**src/rtl/hazard_detect_unit_if.sv**
```systemverilog
// ---------------------------------------------------------------------------
// hazard_detect_unit_if
// Bundles the ID-stage hazard inputs and the hazard unit's control outputs.
//   master : ID-stage side, drives the ID fields and consumes the controls
//   slave  : hazard unit side
// Signals:
//   rs1use, rs2use, hazard_optype, rs1_ID, rs2_ID, rd_ID, Branch_ID  (ID -> HDU)
//   pc_en, fd_en, fd_flush, de_flush, forward_a, forward_b, forward_ls,
//   stall_cnt, flush_cnt                                               (HDU -> ID)
// ---------------------------------------------------------------------------
interface hazard_detect_unit_if;
  localparam int unsigned REG_W = 5;
  localparam int unsigned OP_W  = 2;
  localparam int unsigned FWD_W = 2;
  localparam int unsigned CNT_W = 16;

  logic             rs1use;
  logic             rs2use;
  logic [OP_W-1:0]  hazard_optype;
  logic [REG_W-1:0] rs1_ID;
  logic [REG_W-1:0] rs2_ID;
  logic [REG_W-1:0] rd_ID;
  logic             Branch_ID;

  logic             pc_en;
  logic             fd_en;
  logic             fd_flush;
  logic             de_flush;
  logic [FWD_W-1:0] forward_a;
  logic [FWD_W-1:0] forward_b;
  logic             forward_ls;
  logic [CNT_W-1:0] stall_cnt;
  logic [CNT_W-1:0] flush_cnt;

  modport master (
    output rs1use, rs2use, hazard_optype, rs1_ID, rs2_ID, rd_ID, Branch_ID,
    input  pc_en, fd_en, fd_flush, de_flush, forward_a, forward_b, forward_ls,
           stall_cnt, flush_cnt
  );

  modport slave (
    input  rs1use, rs2use, hazard_optype, rs1_ID, rs2_ID, rd_ID, Branch_ID,
    output pc_en, fd_en, fd_flush, de_flush, forward_a, forward_b, forward_ls,
           stall_cnt, flush_cnt
  );
endinterface

```
**src/rtl/hazard_detect_unit.sv**
```systemverilog
// ---------------------------------------------------------------------------
// hazard_detect_unit
// Pipeline hazard detection: tracks the instructions in EX and MEM through two
// shadow slots, produces same-cycle forwarding selects, load-use stalls and
// branch flushes.
// Ports:
//   clk    pipeline clock (rising edge)
//   rst_n  asynchronous active-low reset
//   hdu    hazard_detect_unit_if.slave (ID fields in, pipeline controls out)
// Optional feature macro: HAZARD_STATS_EN builds saturating 16-bit stall and
// flush event counters; otherwise stall_cnt/flush_cnt are tied to zero.
// ---------------------------------------------------------------------------
module hazard_detect_unit (
  input  logic                 clk,
  input  logic                 rst_n,
  hazard_detect_unit_if.slave  hdu
);
  localparam int unsigned REG_W = 5;
  localparam int unsigned OP_W  = 2;
  localparam int unsigned FWD_W = 2;
  localparam int unsigned CNT_W = 16;

  localparam logic [OP_W-1:0] OP_NONE  = 2'b00;
  localparam logic [OP_W-1:0] OP_ALU   = 2'b01;
  localparam logic [OP_W-1:0] OP_LOAD  = 2'b10;
  localparam logic [OP_W-1:0] OP_STORE = 2'b11;

  localparam logic [FWD_W-1:0] FWD_RF      = 2'b00;
  localparam logic [FWD_W-1:0] FWD_EX_ALU  = 2'b01;
  localparam logic [FWD_W-1:0] FWD_MEM_ALU = 2'b10;
  localparam logic [FWD_W-1:0] FWD_MEM_LD  = 2'b11;

  typedef struct packed {
    logic [OP_W-1:0]  optype;
    logic [REG_W-1:0] rd;
    logic [REG_W-1:0] rs2;
  } slot_t;

  localparam slot_t BUBBLE = '{optype: OP_NONE, rd: '0, rs2: '0};

  slot_t ex_q;
  slot_t mem_q;

  logic             ex_wr_c;
  logic             mem_wr_c;
  logic             ex_m1_c;
  logic             ex_m2_c;
  logic             mem_m1_c;
  logic             mem_m2_c;
  logic             stall_c;
  logic             pc_en_c;
  logic             fd_en_c;
  logic             fd_flush_c;
  logic             de_flush_c;
  logic [FWD_W-1:0] forward_a_c;
  logic [FWD_W-1:0] forward_b_c;
  logic             forward_ls_c;

  // Operand select for one source; a matching EX slot shadows MEM even when it
  // is a load (the load-use stall or store exception handles that case).
  function automatic logic [FWD_W-1:0] fwd_sel(input logic ex_m, input logic mem_m,
                                               input logic [OP_W-1:0] ex_op,
                                               input logic [OP_W-1:0] mem_op);
    logic [FWD_W-1:0] sel;
    sel = FWD_RF;
    if (ex_m) begin
      sel = (ex_op == OP_ALU) ? FWD_EX_ALU : FWD_RF;
    end else if (mem_m) begin
      sel = (mem_op == OP_ALU) ? FWD_MEM_ALU : FWD_MEM_LD;
    end
    return sel;
  endfunction

  // Register matching and stall/flush/forward decisions, all same-cycle.
  always_comb begin
    ex_wr_c      = 1'b0;
    mem_wr_c     = 1'b0;
    ex_m1_c      = 1'b0;
    ex_m2_c      = 1'b0;
    mem_m1_c     = 1'b0;
    mem_m2_c     = 1'b0;
    stall_c      = 1'b0;
    pc_en_c      = 1'b1;
    fd_en_c      = 1'b1;
    fd_flush_c   = 1'b0;
    de_flush_c   = 1'b0;
    forward_a_c  = FWD_RF;
    forward_b_c  = FWD_RF;
    forward_ls_c = 1'b0;

    // Only ALU writes and loads produce a value; x0 never forwards.
    ex_wr_c  = ((ex_q.optype == OP_ALU) || (ex_q.optype == OP_LOAD)) && (ex_q.rd != '0);
    mem_wr_c = ((mem_q.optype == OP_ALU) || (mem_q.optype == OP_LOAD)) && (mem_q.rd != '0);

    ex_m1_c  = hdu.rs1use && ex_wr_c  && (ex_q.rd  == hdu.rs1_ID);
    ex_m2_c  = hdu.rs2use && ex_wr_c  && (ex_q.rd  == hdu.rs2_ID);
    mem_m1_c = hdu.rs1use && mem_wr_c && (mem_q.rd == hdu.rs1_ID);
    mem_m2_c = hdu.rs2use && mem_wr_c && (mem_q.rd == hdu.rs2_ID);

    // A store only needs its data in MEM, so an rs2-only dependency on an EX
    // load is resolved later through forward_ls instead of stalling.
    stall_c = (ex_q.optype == OP_LOAD) &&
              (ex_m1_c || (ex_m2_c && (hdu.hazard_optype != OP_STORE)));

    forward_a_c = fwd_sel(ex_m1_c, mem_m1_c, ex_q.optype, mem_q.optype);
    forward_b_c = fwd_sel(ex_m2_c, mem_m2_c, ex_q.optype, mem_q.optype);

    forward_ls_c = (ex_q.optype == OP_STORE) && (mem_q.optype == OP_LOAD) &&
                   (mem_q.rd != '0) && (mem_q.rd == ex_q.rs2);

    // Stall overrides the branch: the branch re-resolves next cycle.
    if (stall_c) begin
      pc_en_c    = 1'b0;
      fd_en_c    = 1'b0;
      de_flush_c = 1'b1;
      fd_flush_c = 1'b0;
    end else begin
      pc_en_c    = 1'b1;
      fd_en_c    = 1'b1;
      de_flush_c = 1'b0;
      fd_flush_c = hdu.Branch_ID;
    end
  end

  // Shadow slots: EX captures ID unless squashed, MEM follows EX.
  always_ff @(posedge clk or negedge rst_n) begin
    if (!rst_n) begin
      ex_q  <= BUBBLE;
      mem_q <= BUBBLE;
    end else begin
      mem_q <= ex_q;
      if (stall_c || de_flush_c) begin
        ex_q <= BUBBLE;
      end else begin
        ex_q <= '{optype: hdu.hazard_optype, rd: hdu.rd_ID, rs2: hdu.rs2_ID};
      end
    end
  end

`ifdef HAZARD_STATS_EN
  logic [CNT_W-1:0] stall_cnt_q;
  logic [CNT_W-1:0] flush_cnt_q;

  // Saturating event counters.
  always_ff @(posedge clk or negedge rst_n) begin
    if (!rst_n) begin
      stall_cnt_q <= '0;
      flush_cnt_q <= '0;
    end else begin
      if (stall_c && (stall_cnt_q != '1)) begin
        stall_cnt_q <= stall_cnt_q + CNT_W'(1);
      end
      if (fd_flush_c && (flush_cnt_q != '1)) begin
        flush_cnt_q <= flush_cnt_q + CNT_W'(1);
      end
    end
  end

  assign hdu.stall_cnt = stall_cnt_q;
  assign hdu.flush_cnt = flush_cnt_q;
`else
  assign hdu.stall_cnt = '0;
  assign hdu.flush_cnt = '0;
`endif

  assign hdu.pc_en      = pc_en_c;
  assign hdu.fd_en      = fd_en_c;
  assign hdu.fd_flush   = fd_flush_c;
  assign hdu.de_flush   = de_flush_c;
  assign hdu.forward_a  = forward_a_c;
  assign hdu.forward_b  = forward_b_c;
  assign hdu.forward_ls = forward_ls_c;
endmodule

```
**src/flat_wrapper.sv**
```systemverilog
// flat-port wrapper written by rule: the top's interface ports become plain ports
module hazard_detect_unit_flat 
  (clk, rst_n, hdu_rs1use, hdu_rs2use, hdu_hazard_optype, hdu_rs1_ID, hdu_rs2_ID, hdu_rd_ID, hdu_Branch_ID, hdu_pc_en, hdu_fd_en, hdu_fd_flush, hdu_de_flush, hdu_forward_a, hdu_forward_b, hdu_forward_ls, hdu_stall_cnt, hdu_flush_cnt);
  hazard_detect_unit_if hdu_i ();
  input  logic clk;
  input  logic rst_n;
  input wire logic [$bits(hdu_i.rs1use)-1:0] hdu_rs1use;
  input wire logic [$bits(hdu_i.rs2use)-1:0] hdu_rs2use;
  input wire logic [$bits(hdu_i.hazard_optype)-1:0] hdu_hazard_optype;
  input wire logic [$bits(hdu_i.rs1_ID)-1:0] hdu_rs1_ID;
  input wire logic [$bits(hdu_i.rs2_ID)-1:0] hdu_rs2_ID;
  input wire logic [$bits(hdu_i.rd_ID)-1:0] hdu_rd_ID;
  input wire logic [$bits(hdu_i.Branch_ID)-1:0] hdu_Branch_ID;
  output wire logic [$bits(hdu_i.pc_en)-1:0] hdu_pc_en;
  output wire logic [$bits(hdu_i.fd_en)-1:0] hdu_fd_en;
  output wire logic [$bits(hdu_i.fd_flush)-1:0] hdu_fd_flush;
  output wire logic [$bits(hdu_i.de_flush)-1:0] hdu_de_flush;
  output wire logic [$bits(hdu_i.forward_a)-1:0] hdu_forward_a;
  output wire logic [$bits(hdu_i.forward_b)-1:0] hdu_forward_b;
  output wire logic [$bits(hdu_i.forward_ls)-1:0] hdu_forward_ls;
  output wire logic [$bits(hdu_i.stall_cnt)-1:0] hdu_stall_cnt;
  output wire logic [$bits(hdu_i.flush_cnt)-1:0] hdu_flush_cnt;
  assign hdu_i.rs1use = hdu_rs1use;
  assign hdu_i.rs2use = hdu_rs2use;
  assign hdu_i.hazard_optype = hdu_hazard_optype;
  assign hdu_i.rs1_ID = hdu_rs1_ID;
  assign hdu_i.rs2_ID = hdu_rs2_ID;
  assign hdu_i.rd_ID = hdu_rd_ID;
  assign hdu_i.Branch_ID = hdu_Branch_ID;
  assign hdu_pc_en = hdu_i.pc_en;
  assign hdu_fd_en = hdu_i.fd_en;
  assign hdu_fd_flush = hdu_i.fd_flush;
  assign hdu_de_flush = hdu_i.de_flush;
  assign hdu_forward_a = hdu_i.forward_a;
  assign hdu_forward_b = hdu_i.forward_b;
  assign hdu_forward_ls = hdu_i.forward_ls;
  assign hdu_stall_cnt = hdu_i.stall_cnt;
  assign hdu_flush_cnt = hdu_i.flush_cnt;
  hazard_detect_unit u_core (.clk(clk), .rst_n(rst_n), .hdu(hdu_i));
endmodule
```
**config.mk**
```make
export PLATFORM = sky130hd
export DESIGN_NAME = hazard_detect_unit_flat
export DESIGN_NICKNAME = d
export VERILOG_FILES = /design/src/rtl/hazard_detect_unit_if.sv /design/src/rtl/hazard_detect_unit.sv /design/src/flat_wrapper.sv
export SDC_FILE = /design/constraint.sdc
export NUM_CORES = 1
export LEC_CHECK = 0
export CAP_MARGIN = 25
export CORE_MARGIN = 3
export CORE_UTILIZATION = 41
export DETAILED_ROUTE_END_ITERATION = 6
export GPL_ROUTABILITY_DRIVEN = 0
export HOLD_SLACK_MARGIN = 0.12
export PLACE_DENSITY = 0.8
export SYNTH_ARGS = -nofsm -noshare
export SYNTH_HDL_FRONTEND = slang
export SYNTH_SLANG_ARGS = --single-unit
```
**constraint.sdc**
```tcl
create_clock -name clk -period 2.1 [get_ports clk]
set_input_delay 0.42 -clock clk [delete_from_list [all_inputs] [get_ports clk]]
set_output_delay 0.42 -clock clk [all_outputs]
set_load 0.02 [all_outputs]
```
==> summary.md <==
| Metric | Value |
|---|---|
| P per Cell Area | `between 400 and 500 nW/um2` |
| Die Ht | `between 60 and 70 um` |
| Ys Warns | `0` |
| DIE WIDTH | `between 60 and 70 um` |
| Final setup vio count | `9` |
| Highest fanout seen on the critical path | `2` |
| Post-DP HPWL | `2.34 mm` |
| M1 wire length | `around 1.1 mm` |
| Initial core utilization | `between 40% and 50%` |
| Initial antenna violation count | `0` |
| Num CTS Buffers | `3` |
| LEAKAGE | `0.952 nW` |
| Die area | `just under 4000 um2` |
| Worst-skew pair later-pin latency | `roughly 300 ps` |
| Fin cells | `around 240` |
| # diodes | `0` |
| Largest net degree at the start of global routing | `20` |
| First-pass GRT wire length | `4.88 mm` |
| Top cells by area, synth | `dfrtp_1 (36%), buf_4 (19%), xor2_1 (9.9%), xnor2_1 (5.9%), and2_4 (5.3%)` |
| Reg area | `475 um2` |
| IO Pins | `between 60 and 70` |
| Drt pass-1 iters | `4` |
| CP required | `around 1700 ps` |
| Layout cells sized above 1 | `about two fifths` |
| Clk buf depth | `2` |
| DR DRC count | `0` |
| Dpl cells | `between 200 and 250` |
| DR WL/cell | `approximately 13 um` |
| TritonCTS clock tree | `built` |
| Yosys top cell by area | `dfrtp_1` |
| DR iter-0 viols | `9` |
| Outcome | `finished with violations` |
| Core region area | `roughly 3100 um2` |
| Final worst path period share | `119%` |
| Max stage delay on crit path | `roughly 430 ps` |
| Port-buffer cells | `30` |
| Synthesized cell area | `~1300 um2` |
| Startpoint types | `flop` |
| FF+latch count, synth | `19` |
| DR top layer | `met4` |
| Placed cell areas | `1730 um2` |
| Antenna Violating Nets Remaining | `0` |
| Num rows | `20` |
| Vias per cell | `between 4 and 5` |
| Setup TNS | `-2330 ps` |
| Slew Viols, Final | `0` |
| Final hold viol count | `0` |
| RSZ-0062 raised after global routing | `true` |
| Htree depth | `1` |
| Congestion Overflow GR | `0` |
| Post-route design area | `approximately 1900 um2` |
| Worst-path clk slew | `~110 ps` |
| Setup crit end kind | `primary output` |
| Slowest CP cell | `dfrtp_1` |
| VDD IR max | `~0.33 mV` |
| Total GRT Usage | `between 10% and 20%` |
| Final WS setup | `-389 ps` |
| FMAX | `approximately 400 MHz` |
| Crit path DAT | `2070 ps` |
| Sequential-to-total area share from yosys stat | `35.7%` |
| Clock root buffer | `clkbuf_4` |
| Clock sink count | `19` |
| Post-layout minimum cycle time | `~2500 ps` |
| Mean post-synth cell area | `approximately 10 um2` |
| Met2 routed WL | `1.75 mm` |
| Vias in the first global route | `approximately 1100` |
| CP most frequent cell | `buf_6` |
| Clock Skew | `between 5 and 6 ps` |
| Cell breakdown of the critical path | `buf_6 > xor2_1 > nor4_2 > nand3_1 > a2111oi_4 > a31o_1 > buf_6` |
| Max-Cap Viols | `0` |
| Synth unique cells | `27` |
| Hold crit path type | `primary input to asynchronous set/reset pin` |
| Fillers | `approximately 260` |
| Worst setup path category | `flop to primary output` |
| Hold WS | `roughly 440 ps` |
| Area of the multi-input gates | `roughly 770 um2` |
| Total number of vias | `~1100` |
| Final #Nets | `around 230` |
| P&R area growth vs syn | `46.2%` |
| Final wirelength | `3.16 mm` |
| Failing checks | `setup timing` |
| Yosys top cell area share | `between 30 and 40%` |
| Mapped Cells | `130` |
| Met3 routed WL | `between 150 and 200 um` |
==> stage by stage <==
stage	util, %	worst slack, ps	power (mW)
global placement	56.2	-956	0.641
global route	63.2	-449	0.916
detailed placement	56.2	-1070	0.649
floorplan	-	140	0.583
CTS	61.6	-353	0.868
finish	63.2	-389	0.875
==> registers in the layout, indices dropped and copies added (netlist names) <==
register      count
u_core.ex_q      12
u_core.mem_q      7
==> timing repair <==
item / CTS / global route
resized for setup: 80 / 7
setup buffers: 10 / 3
endpoints found under the setup margin: 9 / 9
hold endpoints to repair: 0 / 0
pin swaps: 18 / 10
hold buffers: 0 / 0
==> cell families after synthesis <==
group	count (synthesis)	synth area share [%]
AND/OR/NAND/NOR	31	15.5
flip-flops	19	35.7
buffers and inverters	40	21.2
AO/OA/AOI/OAI	10	6.77
XOR/XNOR	24	15.8
adder cells (fa/ha/maj)	5	4.70
other	1	0.282
==> power breakdown <==
part | internal, mW | total, mW | switching (mW)
registers | 0.385 | 0.403 | 0.0176
logic | 0.136 | 0.283 | 0.148
clock network | 0.0725 | 0.189 | 0.116
total | 0.593 | 0.875 | 0.282
==> area by class of cell <==
class,count,share of cell area (%)
timing repair buffer,66,30.4
inverter,6,1.16
tap,44,2.83
multi-input combinational,102,39.6
clock buffer,3,1.16
sequential,19,24.5
clock inverter,1,0.386
==> critical path: cells and delay by family (launching register included) <==
kind | cells | cell delay (ps)
buffers and inverters | 2 | 250
AO/OA/AOI/OAI | 2 | 390
flip-flops | 1 | 430
XOR/XNOR | 1 | 160
AND/OR/NAND/NOR | 2 | 520
==> synth_stat cells, drive strengths merged <==
cell type   n
or4         1
nand2       3
xnor2       9
a211oi      2
dfrtp      19
o41ai       1
xor2       15
o211ai      1
inv         6
and4        1
buf        34
nor2        2
and2       13
nand4       1
and3        2
ha          5
o21bai      1
a2111oi     1
a21oi       3
nand3       2
conb        1
nor3        2
nor4        4
a31o        1
==> per-layer routing <==
metal / global-route usage [%] / vias to the layer above
met3: 3.06 / 10
met4: 10.5 / 0
met1: 16.4 / 511
li1: - / 495
met5: 0 / -
met2: 28.2 / 47
==> placed cells by master, fill, tap and decap left out, types with 2 or more instances in the layout <==
cell | netlist | layout
and2_4 | 8 | 9
a21oi_2 | 1 | 2
nand2_1 | 3 | 3
buf_4 | 33 | 31
nand3_1 | 2 | 2
buf_6 | 1 | 14
xor2_1 | 15 | 14
clkbuf_4 | 0 | 3
inv_1 | 6 | 5
conb_1 | 1 | 32
dfrtp_1 | 19 | 19
clkdlybuf4s50_1 | 0 | 11
and3_1 | 2 | 2
a211oi_2 | 0 | 2
and2_2 | 5 | 4
dlygate4sd2_1 | 0 | 9
ha_1 | 5 | 5
xnor2_1 | 9 | 9
nor4_2 | 0 | 3
==> worst paths after layout <==
| check | depth (start not counted) | from | to | slack (ps) |
|---|---|---|---|---|
| max | 7 | u_core.mem_q[8]$_DFF_PN0_ | hdu_forward_b[0] | -390 |
| max in group asynchronous | 2 | rst_n | u_core.ex_q[7]$_DFF_PN0_ | 1460 |
| min reg2reg | 1 | u_core.ex_q[10]$_DFF_PN0_ | u_core.mem_q[10]$_DFF_PN0_ | 520 |
| max reg2reg | 7 | u_core.ex_q[7]$_DFF_PN0_ | u_core.ex_q[1]$_DFF_PN0_ | 260 |
| min in group clk | 1 | u_core.ex_q[10]$_DFF_PN0_ | u_core.mem_q[10]$_DFF_PN0_ | 520 |
| min | 2 | rst_n | u_core.ex_q[5]$_DFF_PN0_ | 440 |
Power figures use the tool's default switching activity.
